==> config.mk <==
export PLATFORM = sky130hd
export DESIGN_NAME = sram_sp_arbiter
export DESIGN_NICKNAME = d
export VERILOG_FILES = /design/src/rtl/sram_sp_arbiter.sv
export SDC_FILE = /design/constraint.sdc
export NUM_CORES = 1
export LEC_CHECK = 0
export ABC_AREA = 1
export CORE_UTILIZATION = 38
export DETAILED_ROUTE_END_ITERATION = 16
export PLACE_DENSITY_LB_ADDON = 0.1
export RECOVER_POWER = 25
export REMOVE_ABC_BUFFERS = 1
export SETUP_SLACK_MARGIN = 0.3
export SYNTH_ARGS = -nofsm -noshare
export SYNTH_HDL_FRONTEND = slang
export SYNTH_SLANG_ARGS = --single-unit
==> constraint.sdc <==
create_clock -name clk -period 1.4 [get_ports clk]
set_clock_uncertainty 0.1 [all_clocks]
set_input_delay 0.28 -clock clk [delete_from_list [all_inputs] [get_ports clk]]
set_output_delay 0.28 -clock clk [all_outputs]
set_load 0.1 [all_outputs]
==> src/rtl/sram_sp_arbiter.sv <==
// Two-requester round-robin arbiter/sequencer in front of a single-port SRAM.
// Define SRAM_ARB_FIXED_PRI_EN to make requester 0 win every tie instead.
module sram_sp_arbiter #(
  parameter int depth = 10,
  parameter int width = 8,
  parameter int AW    = $clog2(depth)
) (
  input  logic             clk,
  input  logic             rst_n,
  input  logic             req0,
  input  logic             req1,
  input  logic             wr0,
  input  logic             wr1,
  input  logic [AW-1:0]    add0,
  input  logic [AW-1:0]    add1,
  input  logic [width-1:0] wdata0,
  input  logic [width-1:0] wdata1,
  output logic             gnt0,
  output logic             gnt1,
  output logic             err0,
  output logic             err1,
  output logic             rvalid0,
  output logic             rvalid1,
  output logic [width-1:0] rdata,
  output logic             sram_re,
  output logic             sram_we,
  output logic [AW-1:0]    sram_add,
  output logic [width-1:0] sram_data_in,
  input  logic [width-1:0] sram_data_out
);

  typedef enum logic {IDLE, CMD} state_t;

  localparam logic [AW:0] DEPTH_L = (AW+1)'(depth);

  state_t             state_q, state_d;
  logic               last_gnt_q, last_gnt_d;
  logic               cmd_wr_q, cmd_wr_d;
  logic               gnt0_q, gnt0_d, gnt1_q, gnt1_d;
  logic               err0_q, err0_d, err1_q, err1_d;
  logic               rvalid0_q, rvalid0_d, rvalid1_q, rvalid1_d;
  logic [width-1:0]   rdata_q, rdata_d;
  logic               sram_re_q, sram_re_d, sram_we_q, sram_we_d;
  logic [AW-1:0]      sram_add_q, sram_add_d;
  logic [width-1:0]   sram_data_in_q, sram_data_in_d;

  logic               pick;
  logic               sel_wr;
  logic [AW-1:0]      sel_add;
  logic [width-1:0]   sel_wdata;
  logic               sel_oor;

  // Arbitration: pick = 1 selects requester 1.
  always_comb begin
`ifdef SRAM_ARB_FIXED_PRI_EN
    pick = !req0 && req1;
`else
    pick = req1 && (!req0 || !last_gnt_q);
`endif
    sel_wr    = pick ? wr1    : wr0;
    sel_add   = pick ? add1   : add0;
    sel_wdata = pick ? wdata1 : wdata0;
    sel_oor   = {1'b0, sel_add} >= DEPTH_L;
  end

  // NOTE: every _d gets a default before the case so no path leaves it unassigned (no latch).
  always_comb begin
    state_d        = state_q;
    last_gnt_d     = last_gnt_q;
    cmd_wr_d       = cmd_wr_q;
    rdata_d        = rdata_q;
    gnt0_d         = 1'b0;
    gnt1_d         = 1'b0;
    err0_d         = 1'b0;
    err1_d         = 1'b0;
    rvalid0_d      = 1'b0;
    rvalid1_d      = 1'b0;
    sram_re_d      = 1'b0;
    sram_we_d      = 1'b0;
    sram_add_d     = '0;
    sram_data_in_d = '0;

    case (state_q)
      IDLE: begin
        if (req0 || req1) begin
          state_d        = CMD;
          last_gnt_d     = pick;
          cmd_wr_d       = sel_wr;
          gnt0_d         = !pick;
          gnt1_d         = pick;
          err0_d         = !pick && sel_oor;
          err1_d         = pick && sel_oor;
          sram_we_d      = sel_wr && !sel_oor;
          sram_re_d      = !sel_wr && !sel_oor;
          sram_add_d     = sel_add;
          sram_data_in_d = sel_wdata;
        end
      end
      CMD: begin
        state_d = IDLE;
        // Out-of-range reads never raise sram_re, so they return zero.
        if (!cmd_wr_q) begin
          rdata_d   = sram_re_q ? sram_data_out : '0;
          rvalid0_d = gnt0_q;
          rvalid1_d = gnt1_q;
        end
      end
      default: state_d = IDLE;
    endcase
  end

  // NOTE: sequential state uses non-blocking assignments so all flops update together.
  always_ff @(posedge clk or negedge rst_n) begin
    if (!rst_n) begin
      state_q        <= IDLE;
      last_gnt_q     <= 1'b1;
      cmd_wr_q       <= 1'b0;
      gnt0_q         <= 1'b0;
      gnt1_q         <= 1'b0;
      err0_q         <= 1'b0;
      err1_q         <= 1'b0;
      rvalid0_q      <= 1'b0;
      rvalid1_q      <= 1'b0;
      rdata_q        <= '0;
      sram_re_q      <= 1'b0;
      sram_we_q      <= 1'b0;
      sram_add_q     <= '0;
      sram_data_in_q <= '0;
    end else begin
      state_q        <= state_d;
      last_gnt_q     <= last_gnt_d;
      cmd_wr_q       <= cmd_wr_d;
      gnt0_q         <= gnt0_d;
      gnt1_q         <= gnt1_d;
      err0_q         <= err0_d;
      err1_q         <= err1_d;
      rvalid0_q      <= rvalid0_d;
      rvalid1_q      <= rvalid1_d;
      rdata_q        <= rdata_d;
      sram_re_q      <= sram_re_d;
      sram_we_q      <= sram_we_d;
      sram_add_q     <= sram_add_d;
      sram_data_in_q <= sram_data_in_d;
    end
  end

  assign gnt0         = gnt0_q;
  assign gnt1         = gnt1_q;
  assign err0         = err0_q;
  assign err1         = err1_q;
  assign rvalid0      = rvalid0_q;
  assign rvalid1      = rvalid1_q;
  assign rdata        = rdata_q;
  assign sram_re      = sram_re_q;
  assign sram_we      = sram_we_q;
  assign sram_add     = sram_add_q;
  assign sram_data_in = sram_data_in_q;

endmodule

==> flow_summary_export.csv <==
group,metric,value,unit
outcome,status,"finished with violations",
outcome,violations,"setup timing",
power_and_ir_drop,pwr_density_cell,1260,mW/mm^2
route,vias,1262,
grt,grt_pass1_wl,5890,um
grt,antenna_found_initial,0,
hold_path,hp-start,"sram_data_out[3]",
hold_path,hold_class,"input pin to flop",
route,via_per_inst,4.71,
die,die-area,0.00364,sq mm
cells_and_area,areaGrowthSynthToFinish,107,%
sta,tightest_slew,0.736,ns
route,routedWlPerCell,15.1,um
cells_and_area,fin_area,0.00267,sq mm
cells_and_area,final_cell_mix,"35 x clkdlybuf4s50_1, 31 x buf_12, 29 x dfrtp_1",
logic_synthesis,synth.avg_cell_area,9.80,sq um
route,drt_first_pass_iters,4,
worst_setup_path,path_max_fanout,8,
worst_setup_path,cp.arrival,1.53,ns
sta,rsz0062_at_grt,"yes",
cts,cts_max_level,2,
sta,report.final.slew_viol_count,0,
die,num_rows,20,
worst_setup_path,crit_path_end_kind,"flop",
logic_synthesis,synth.largest_area_cell,"dfrtp_1",
cells_and_area,final_layout_size_suffix_gt1_frac,0.487,
logic_synthesis,synth-seq-area-share,0.601,
placement,placed_area,0.00234,sq mm
logic_synthesis,synth_seq_cells,31,
worst_setup_path,reg2regPathDepth,6,
worst_setup_path,rrSetupSlack,0.03,ns
placement,io_buffers,65,
sta,setup_violations,1,
cells_and_area,nFillCells,171,
cts,cts_buffers,5,
route,routed_wl,4050,um
logic_synthesis,syn_area,0.00129,sq mm
logic_synthesis,synthCells,132,
route,ant_nets,0,
flow_run,drv_cap,0,
die,fp.coreArea,0.00315,sq mm
route,initialDrtViolationCount,95,
placement,place_congestion,0.822,
die,die_x,60.4,um
worst_setup_path,r2r_start,"last_gnt_q",
logic_synthesis,ys_types,17,
sta,max_freq,708,MHz
cts,cts_tree,"done",
logic_synthesis,netlist.area_leader.share,0.580,
sta,max_slew_margin,0.509,
cts,clk_latency,0.33,ns
sta,setup_slack,-0.0115,ns
grt,grt_start_max_net_pins,32,
route,drc,0,
logic_synthesis,synth_top_cells_by_area,"dfrtp_1 58%, nand2_1 9.3%, o21ai_2 6.8%",
worst_setup_path,cp-start-kind,"input pin",
die,io_pins,66,
sta,fin_crit_sh,1.01,
cts,cts_buffer_depth,2,
cells_and_area,regArea,778,sq um
power_and_ir_drop,vdd_ir_drop_max,0.000657,V
cells_and_area,fin_util,0.848,
worst_setup_path,r2r-end,"sram_re",
cts,clk_pin_slew_worst_paths,0.09,ns
die,die_y,60.4,um
placement,hpwl,2540,um
grt,grt-ovfl-total,0,
grt,grt_pass1_vias,1238,
hold_path,holdPathStages,3,
hold_path,hold_end,"rdata[3]",
cts,cts_hold_buf,0,
placement,place_ws,-0.250,ns
cells_and_area,final_common_cell,"clkdlybuf4s50_1",
sta,fin_crit,1.41,ns
worst_setup_path,worstSetupPathType,"input pin to flop",
cts,clkSinkCount,31,
cells_and_area,nNetsFinal,261,
cells_and_area,antenna_cells,0,
die,start_util,0.410,
sta,hold_viol_final,0,
grt,grt_usage,0.232,
power_and_ir_drop,power_leakage,0.00127,uW
cts,cts_root_buf,"clkbuf_4",
worst_setup_path,required,1.52,ns
cells_and_area,multiInputGateArea,554,sq um
logic_synthesis,yosys_warnings,0,
[layer usage]
metal  up-vias  wire length (um)  GRT usage
li1        596                 -          -
met1       601              1490      0.265
met2        56              2240      0.413
met3         9               245     0.0618
met4         0                80     0.0864
met5         -                 0          0
[cells in the mapped netlist, drive strengths merged]
cell type and instances:
o21ai 10, nor2 26, inv 12, a21oi 3, nand3b 2, dfstp 1
nand3 10, dfrtp 30, buf 3, nand2 35
[worst max-delay path by stage]
stage,startpoint,end,cells after the start
final,req0,sram_data_in[4],7
after global routing,req0,sram_data_in[4],7
after CTS,sram_re,sram_re,1
after detailed placement,req1,err0,7
after global placement,req1,sram_re,6
after floorplan,sram_re,rdata[0],2
[cell families after synthesis]
| logic type | after synthesis | synth area share |
|---|---|---|
| AO/OA/AOI/OAI | 13 | 0.0793 |
| buffers and inverters | 15 | 0.0638 |
| flip-flops | 31 | 0.601 |
| AND/OR/NAND/NOR | 73 | 0.256 |
[power by group]
part	total [uW]	internal, uW	switching, uW
Clock	591	295	296
Sequential	1100	1000	99.7
Combinational	1670	656	1010
Total	3360	1960	1410
[per-stage QoR]
step	hold slack, ns	std cells	setup TNS, ns	power (uW)
finish	0.399	268	-0.0115	3360
global placement	0.357	248	-2.99	2580
floorplan	-0.116	129	0	1920
global route	0.398	268	-0.133	3490
CTS	0.209	261	0	3300
detailed placement	0.382	248	-3.84	2600
[layout make-up]
type / instances / share of cell area
clock buffer: 8 / 0.0257
inverter: 12 / 0.0197
multi-input combinational: 86 / 0.207
sequential: 31 / 0.291
tap: 44 / 0.0206
timing repair buffer: 87 / 0.436
[critical path, stage by stage]
cell             delay [ns]
clkdlybuf4s50_1        0.51
nand2_4                0.15
nand2_8                0.12
buf_12                 0.17
buf_16                 0.12
o21ai_2                0.13
nor2_2                 0.05
[timing repair]
action / 4_1_cts / 5_1_grt
pin swaps: 5 / 2
setup endpoints to repair: 49 / 57
cloned: 1 / 0
setup buffers: 4 / 7
resized for setup: 38 / 9
No activity file was read; power rests on OpenSTA's default activity.
